`config.mk`:
```
export PLATFORM = sky130hd
export DESIGN_NAME = frame_tx_111
export DESIGN_NICKNAME = d
export VERILOG_FILES = /design/src/rtl/frame_tx_111.sv
export SDC_FILE = /design/constraint.sdc
export NUM_CORES = 1
export LEC_CHECK = 0
export BUFFER_PORTS_ARGS = -buffer_cell sky130_fd_sc_hd__clkbuf_2
export CAP_MARGIN = 20
export CORE_ASPECT_RATIO = 0.6
export CORE_UTILIZATION = 32
export DETAILED_ROUTE_END_ITERATION = 12
export GPL_TIMING_DRIVEN = 0
export PLACE_DENSITY_LB_ADDON = 0.08
export RECOVER_POWER = 100
export SLEW_MARGIN = 15
export SYNTH_ARGS = -nofsm -noshare
export SYNTH_HDL_FRONTEND = slang
export SYNTH_SLANG_ARGS = --single-unit
```
`constraint.sdc`:
```
create_clock -name clk -period 3.08 [get_ports clk]
set_input_delay 0 -clock clk [delete_from_list [all_inputs] [get_ports clk]]
set_output_delay 0 -clock clk [all_outputs]
set_load 0.05 [all_outputs]
```
`src/rtl/frame_tx_111.sv`:
```
// Serial frame transmitter: 111 marker, 0 guard, zero-stuffed MSB-first payload.
// Define PARITY_EN to append a stuffed even-parity bit after the payload.
module frame_tx_111 #(
  parameter int unsigned DATA_W = 8
) (
  input  logic              clk,
  input  logic              rst,
  input  logic              start,
  input  logic [DATA_W-1:0] data_in,
  output logic              ready,
  output logic              y_out,
  output logic              frame_active,
  output logic              done
);

  localparam int unsigned CNT_W  = $clog2(DATA_W + 1);
  localparam int unsigned RUN_W  = 2;
  localparam int unsigned MARK_W = 2;

  typedef enum logic [2:0] {
    S_IDLE  = 3'd0,
    S_MARK  = 3'd1,
    S_GUARD = 3'd2,
    S_DATA  = 3'd3,
`ifdef PARITY_EN
    S_STUFF = 3'd4,
    S_PAR   = 3'd5
`else
    S_STUFF = 3'd4
`endif
  } state_e;

  state_e              state_q, state_d;
  logic [DATA_W-1:0]   shreg_q, shreg_d;
  logic [CNT_W-1:0]    bit_cnt_q, bit_cnt_d;
  logic [RUN_W-1:0]    ones_run_q, ones_run_d;
  logic [MARK_W-1:0]   mark_cnt_q, mark_cnt_d;
  logic                y_out_q, y_out_d;
  logic                frame_active_q, frame_active_d;
  logic                done_q, done_d;
`ifdef PARITY_EN
  logic                par_q, par_d;
  logic                par_sent_q, par_sent_d;
`endif

  logic                take_bit;
  logic                finish;
  logic                last_bit;
  logic [RUN_W-1:0]    ones_inc;

  assign last_bit = (bit_cnt_q == CNT_W'(DATA_W));
  assign ones_inc = (ones_run_q == RUN_W'(2)) ? RUN_W'(2) : ones_run_q + RUN_W'(1);

  // State and datapath registers
  always_ff @(posedge clk or negedge rst) begin
    if (!rst) begin
      state_q        <= S_IDLE;
      shreg_q        <= '0;
      bit_cnt_q      <= '0;
      ones_run_q     <= '0;
      mark_cnt_q     <= '0;
      y_out_q        <= 1'b0;
      frame_active_q <= 1'b0;
      done_q         <= 1'b0;
`ifdef PARITY_EN
      par_q          <= 1'b0;
      par_sent_q     <= 1'b0;
`endif
    end else begin
      state_q        <= state_d;
      shreg_q        <= shreg_d;
      bit_cnt_q      <= bit_cnt_d;
      ones_run_q     <= ones_run_d;
      mark_cnt_q     <= mark_cnt_d;
      y_out_q        <= y_out_d;
      frame_active_q <= frame_active_d;
      done_q         <= done_d;
`ifdef PARITY_EN
      par_q          <= par_d;
      par_sent_q     <= par_sent_d;
`endif
    end
  end

  // Next state: state_q names the symbol currently on the line
  always_comb begin
    state_d    = state_q;
    shreg_d    = shreg_q;
    bit_cnt_d  = bit_cnt_q;
    ones_run_d = ones_run_q;
    mark_cnt_d = mark_cnt_q;
`ifdef PARITY_EN
    par_d      = par_q;
    par_sent_d = par_sent_q;
`endif
    take_bit   = 1'b0;
    finish     = 1'b0;

    case (state_q)
      S_IDLE: begin
        if (start) begin
          state_d    = S_MARK;
          shreg_d    = data_in;
          bit_cnt_d  = '0;
          ones_run_d = '0;
          mark_cnt_d = '0;
`ifdef PARITY_EN
          par_d      = ^data_in;
          par_sent_d = 1'b0;
`endif
        end
      end
      S_MARK: begin
        if (mark_cnt_q == MARK_W'(2)) begin
          state_d    = S_GUARD;
          mark_cnt_d = '0;
        end else begin
          mark_cnt_d = mark_cnt_q + MARK_W'(1);
        end
      end
      S_GUARD: take_bit = 1'b1;
      S_DATA: begin
        if (ones_run_q == RUN_W'(2)) begin
          state_d    = S_STUFF;
          ones_run_d = '0;
        end else if (last_bit) begin
          finish = 1'b1;
        end else begin
          take_bit = 1'b1;
        end
      end
      S_STUFF: begin
        if (last_bit) begin
          finish = 1'b1;
        end else begin
          take_bit = 1'b1;
        end
      end
`ifdef PARITY_EN
      S_PAR: begin
        if (ones_run_q == RUN_W'(2)) begin
          state_d    = S_STUFF;
          ones_run_d = '0;
        end else begin
          state_d = S_IDLE;
        end
      end
`endif
      default: state_d = S_IDLE;
    endcase

    // Put the next payload bit on the line
    if (take_bit) begin
      state_d    = S_DATA;
      shreg_d    = shreg_q << 1;
      bit_cnt_d  = bit_cnt_q + CNT_W'(1);
      ones_run_d = shreg_q[DATA_W-1] ? ones_inc : '0;
    end

    // Payload (and its stuffing) exhausted
    if (finish) begin
`ifdef PARITY_EN
      if (par_sent_q) begin
        state_d = S_IDLE;
      end else begin
        state_d    = S_PAR;
        par_sent_d = 1'b1;
        ones_run_d = par_q ? ones_inc : '0;
      end
`else
      state_d = S_IDLE;
`endif
    end
  end

  // Registered outputs follow the symbol selected for the next cycle
  always_comb begin
    y_out_d        = 1'b0;
    frame_active_d = (state_d != S_IDLE);
    done_d         = (state_d == S_IDLE) && (state_q != S_IDLE);
    case (state_d)
      S_MARK:  y_out_d = 1'b1;
      S_DATA:  y_out_d = shreg_q[DATA_W-1];
`ifdef PARITY_EN
      S_PAR:   y_out_d = par_q;
`endif
      default: y_out_d = 1'b0;
    endcase
  end

  assign ready        = (state_q == S_IDLE);
  assign y_out        = y_out_q;
  assign frame_active = frame_active_q;
  assign done         = done_q;

endmodule

```
-- After elaboration in Yosys (flattened, before gate mapping)
Cells that the tools add are included.
- input port bits: 11
- word-level logic and storage cells: 63
- output and inout port bits: 4
- register bits: 22
- equality and inequality tests: 12
- add/subtract/negate cells: 3
- reductions and logical operators: 13
- multiplexer cells: 27
- operator list (operator ; number):
    $mux 8 ; 3
    $mux 3 ; 5
    $mux 2 ; 6
    $mux 4 ; 3
    $pmux 3 s4 ; 1
    $eq 3x2->1 const B ; 3
    $reduce_bool 3->1 ; 3
    $pmux 2 s2 ; 2
    $eq 3x1->1 const B ; 2
    $logic_not 3->1 ; 2
    $reduce_bool 2->1 ; 3
    $add 2x1->2 const B ; 2
    $add 4x1->4 const B ; 1
    $eq 2x2->1 const B ; 2
    $eq 4x4->1 const B ; 1
    $mux 1 ; 4
    $pmux 1 s2 ; 2
    $reduce_and 2->1 ; 2
    $eq 3x3->1 const B ; 1
    $ne 3x2->1 const B ; 1
    $ne 3x3->1 const B ; 1
    $pmux 1 s3 ; 1
    $reduce_and 3->1 ; 1
    $ne 2x2->1 const B ; 1
    2 further kinds ; 2

-- Logic depth before layout (Yosys ltp)
- word-level depth: 8
- depth in mapped cells: 7
- gate-level depth less buffers: 6

-- Least setup slack after synthesis
No wires, ideal clock.
- path type: reg-to-reg
- from: reg state_q[1]
- to: reg done_q (netlist: done)
- slack: 0.948 ns
- stages on the path, launching flop included: 4
- library setup time: 0.119 ns
- required time: 2.961 ns
- buffers on the path: 1
- arrival: 2.013 ns
- period minus slack after synthesis: 2.132 ns
- cells stage by stage: dfrtp_1 clkbuf_1 nor3_1 o21ba_2
- elaborated cells between the ends (all ways): 17
- those cells by class: eq/ne (4); mux (8); reduce/logical (5)
- RTL lines (item ; line ; source):
    from (decl) ; 33 ; state_e state_q, state_d;
    from (signal assigned) ; 70 ; state_q <= state_d;
    $logic_not 3->1 ; -- ;
    net ready ; 10 ; output logic ready,
    $pmux 3 s4 ; 99 ; case (state_q)
    $mux 3 ; 153 ; if (take_bit) begin
    $mux 3 ; 161 ; if (finish) begin
    $logic_not 3->1 ; 180 ; done_d = (state_d == S_IDLE) && (state_q != S_IDLE);
    $logic_and 1x1->1 ; 180 ;
    net done_d ; 40 ; logic done_q, done_d;
    to (signal assigned) ; 77 ; done_q <= done_d;
    to (decl) ; 40 ;
The timed path passes the listed nets, and every way through them passes these cells.
A chain may end at the register's enable or synchronous reset.

-- Worst setup path after layout
- from: reg ones_run_q[0]
- to: reg bit_cnt_q[0]
- longest elaborated chain between the ends: 5
- elaborated cells between the ends (all ways): 7
- those cells by class: eq/ne (1); mux (3); reduce/logical (3)
- ends and longest elaborated chain (item ; line ; source):
    from (decl) ; 36 ; logic [RUN_W-1:0] ones_run_q, ones_run_d;
    from (signal assigned) ; 73 ; ones_run_q <= ones_run_d;
    $eq 2x2->1 * ; 123 ; if (ones_run_q == RUN_W'(2)) begin
    $mux 1 * ; 123 ;
    $pmux 1 s3 * ; 99 ;
    $reduce_bool 2->1 (no line) ; -- ;
    $reduce_and 2->1 (no line) ; -- ;
    to (signal assigned) ; 72 ; bit_cnt_q <= bit_cnt_d;
    to (decl) ; 35 ; logic [CNT_W-1:0] bit_cnt_q, bit_cnt_d;
Mark *: on every way between the ends. The rest lies on a longest branch, timed or not.

==> results.md <==
Timing:
- Static timing analysis puts the maximum clock frequency at 0.4273 GHz.
- Setup repair after global routing left no endpoint under its margin.
- The count of pins over their slew limit was 0.
- Setup violations remaining at the end of the flow were counted as 0.
- The final hold violation count is 0.
- The normalized max-slew margin is 17.82%.
- Dividing the final minimum period by the clock period gives 75.99%.
- At the pin with the least slew margin, the transition time is 1233 ps.
- The minimum period implied by the final worst setup slack is 2341 ps.
- The sum of negative setup slack is 0 ps.
- The clock skew after layout is 7.663 ps.

Layout:
- The area growth from synthesis to layout is 14.61%.
- The post-route cell area is 1325 µm².
- In the final layout, the share of cells above drive strength 1 is 15.08%.
- The number of inserted diodes is 0.
- The final layout contains 142 nets.

Die:
- The floorplan has 16 rows.
- The area inside the core boundary is 3343 µm².
- The floorplan step set the die height to 48.56 µm.
- The area of the die is 3865 µm².
- Measured along the x axis, the die boundary spans 79.60 µm.
- Pin placement for this block handled 15 I/O pins.
- For this configuration, the core starts out at a cell density of 34.58%.

Logic synthesis:
- Sorting the synthesized cells by area gives the leading types as sky130_fd_sc_hd__dfrtp_1 (48%), sky130_fd_sc_hd__a221o_1 (6.1%), sky130_fd_sc_hd__ha_1 (4.3%).
- sky130_fd_sc_hd__dfrtp_1 takes more of the synthesized area than any other cell.
- The leading register cell type out of synthesis is sky130_fd_sc_hd__dfrtp_1.
- In the synthesized netlist, the cells that appear most often are sky130_fd_sc_hd__dfrtp_1 (22), sky130_fd_sc_hd__a221o_1 (7), sky130_fd_sc_hd__and2_1 (7), sky130_fd_sc_hd__nand2_1 (7), sky130_fd_sc_hd__inv_1 (6).
- The number of flops mapped to enable cells by yosys is 0.
- The average footprint of a synthesized cell is 10.91 µm².
- Of the post-synthesis cell area, the dominant cell type holds 47.62%.
- The cell area after technology mapping is 1156 µm².
- The post-synth net total is 121.
- Counting flops with an async set or reset pin after synthesis yields a share of 100.0%.
- The flip-flop and latch count after synthesis is 22.
- The share of synthesized area occupied by flip-flops and latches is 47.62%.
- Counting distinct cell types in the post-synthesis netlist gives 39.
- The count of synthesis-stage warnings from yosys is 0.
- Synthesis produced a netlist whose cell count is 106.
- The most used standard cell by instance count after synthesis is sky130_fd_sc_hd__dfrtp_1.

Setup path:
- Data on the critical path is required at its endpoint by 3280 ps.
- The family with the most delay on the worst path is simple AND/OR/NAND/NOR gates.
- The maximum single-stage delay on the critical path is 940 ps.
- At the worst endpoint, the arrival time is 2540 ps.
- The largest fanout on the critical path is 10.
- The startpoint type of the worst setup path is a flip-flop.
- By startpoint and endpoint, the worst setup path is classified as reg2reg.
- The standard cell with the maximum stage delay on the critical path is sky130_fd_sc_hd__nor3_1.
- The worst setup path is captured at a flip-flop.
- The signal on the critical path passes through inv_1, ha_1, nand4bb_1, a21oi_1, nor3_1, mux2_2.
- The number of cells traversed by the worst register-to-register path is 6.
- Counting both buffers and inverters, the worst setup path holds a total of 1.
- Counting buffers and inverters, the worst setup path is 6 cells deep.

Drt:
- The post-detailed-route DRC marker count is 0.
- The detailed-routing iteration count for the pre-antenna-repair pass is 4.
- In this run the remaining antenna-violating nets after routing total 0.
- After detailed routing, the number of vias per cell comes to 4.924.
- The routed wire length per instance is 13.29 µm.
- The detailed-route via count is 842.
- The starting DRC count in detailed routing is 70.
- After detailed routing, the total wire length is 2273 µm.

Global routing:
- Entering global routing, the biggest net connects 23 pins.
- The number of antenna violations at the first check in global routing is 0.
- The total grt overflow is 0.
- The number of global-route vias before repair is 742.
- The first global-routing pass estimated 3753 µm of wire.
- Global routing consumed, over all layers together, 13.26% of the routing resources.

Placed design:
- The weighted congestion reported at the end of routability-driven placement is 0.8134.
- The number of buffers added on ports is 14.
- Summing all placed instances gives a cell area of 1282 µm².
- The post-DP HPWL is 1616 µm.

Pwr:
- Dividing total power by cell area gives a power density of 892.2 nW/µm².
- Across the VDD grid, the largest voltage drop is 0.3255 mV.
- In this run the static leakage power is 0.5802 nW.

Clock tree:
- The number of clock buffers added by TritonCTS is 3.
- The total of cells resized after clock tree synthesis is 0.
- The maximum level of the CTS H-tree is 1.
- The CTS tree is yes.
- The post-CTS setup buffer count is 0.
- The clock sink count is 22.
- The root cell of the clock tree is sky130_fd_sc_hd__clkbuf_8.
- In this run the deepest clock path goes through 2 buffers.
- At the later pin of the worst-skew pair, clock insertion delay measures 270 ps.
- Clock-pin slew was measured on the worst setup and hold paths at 80 ps.

Run status:
- The flow ran to the end, and the final reports show no timing, DRC or antenna violations.

Job:
- The tool flagged a number of max-cap violations equal to 0.

Hold path:
- The worst hold path class is in2reg.
- The cell depth of the worst min-delay path is 3.
-- through the flow --
stage	util (%)	setup slack (ps)	hold slack (ps)	std cells	power, mW
after floorplan	-	947.8	-295.6	106	0.8999
after global placement	38.36	1161	29.84	165	1.018
after detailed placement	38.36	1132	29.70	165	1.024
after CTS	40.61	1105	24.77	171	1.246
after global routing	39.63	587.5	39.63	171	1.276
final	39.63	739.5	30.61	171	1.182
-- area by class of cell --
class	count	area (µm²)
plain buffers	5	20.02
well taps	45	56.30
multi-input cells	73	536.8
clock buffers	4	55.05
fillers	337	2018
repair buffers	16	83.83
inverters	6	22.52
flip-flops and latches	22	550.5
-- power breakdown --
group	switching, mW	leakage [nW]	internal [mW]	total, mW
Clock	0.0979	0.0288	0.114	0.212
Sequential	0.0727	0.281	0.383	0.456
Combinational	0.301	0.271	0.213	0.515
Total	0.472	0.580	0.710	1.18
-- placed cells by master (no fill, tap or decap), types with 3 or more instances in the layout --
master and count:
sky130_fd_sc_hd__clkbuf_8 4, sky130_fd_sc_hd__and2_1 7, sky130_fd_sc_hd__nand2_1 7, sky130_fd_sc_hd__a21oi_1 3, sky130_fd_sc_hd__nand2b_1 3, sky130_fd_sc_hd__clkbuf_1 9, sky130_fd_sc_hd__inv_1 6, sky130_fd_sc_hd__ha_1 4
sky130_fd_sc_hd__mux2i_1 3, sky130_fd_sc_hd__clkbuf_2 9, sky130_fd_sc_hd__nor3_1 3, sky130_fd_sc_hd__o21ai_0 3, sky130_fd_sc_hd__nor2_1 5, sky130_fd_sc_hd__dfrtp_1 22, sky130_fd_sc_hd__a221o_1 7
-- final timing paths --
| path | from | to | slack (ps) |
|---|---|---|---|
| setup / recovery | ones_run_q[0] | bit_cnt_q[0] | 740 |
| hold / removal | data_in[2] | shreg_q[2] | 30 |
| setup reg to reg | ones_run_q[0] | bit_cnt_q[0] | 740 |
| hold reg to reg | shreg_q[1] | shreg_q[2] | 520 |
| max in group asynchronous | rst | bit_cnt_q[0] | 1840 |
| min in group asynchronous | rst | mark_cnt_q[1] | 510 |
-- logic make-up after synthesis --
group | Yosys count | share of synthesized area [%]
XOR/XNOR | 1 | 0.7577
AND/OR/NAND/NOR | 35 | 18.29
AO/OA/AOI/OAI | 28 | 20.13
multiplexers | 5 | 4.545
adder cells (fa/ha/maj) | 4 | 4.329
flip-flops | 22 | 47.62
buffers and inverters | 11 | 4.328
-- layer usage --
layer	track usage, %	up-vias	routed length (µm)
met3	5.094	4	89
met4	2.727	0	21
met5	0	-	0
li1	-	425	-
met1	20.24	398	1306
met2	17.24	15	855
-- sequential cells by signal, indices dropped and copies added, names as in the netlist --
| name | cells |
|---|---|
| shreg_q | 8 |
| bit_cnt_q | 4 |
| state_q | 3 |
| mark_cnt_q | 2 |
| ones_run_q | 2 |
| done | 1 |
| frame_active | 1 |
| y_out | 1 |
-- repair_timing --
item | 4_1_cts | 5_1_grt
hold endpoints to repair | 23 | 0
hold buffers | 2 | 0
endpoints found under the setup margin | 0 | 0
-- worst register-to-register path, delay by kind of cell (launching register included) --
family	cells	cell delay [ps]
AOI/OAI and AO/OA	1	120
adders and majority gates	1	250
buffers and inverters	1	80
DFF	1	390
muxes	1	310
and+or+nand+nor	2	1110
Note: power is estimated with default switching activity, not from simulation.
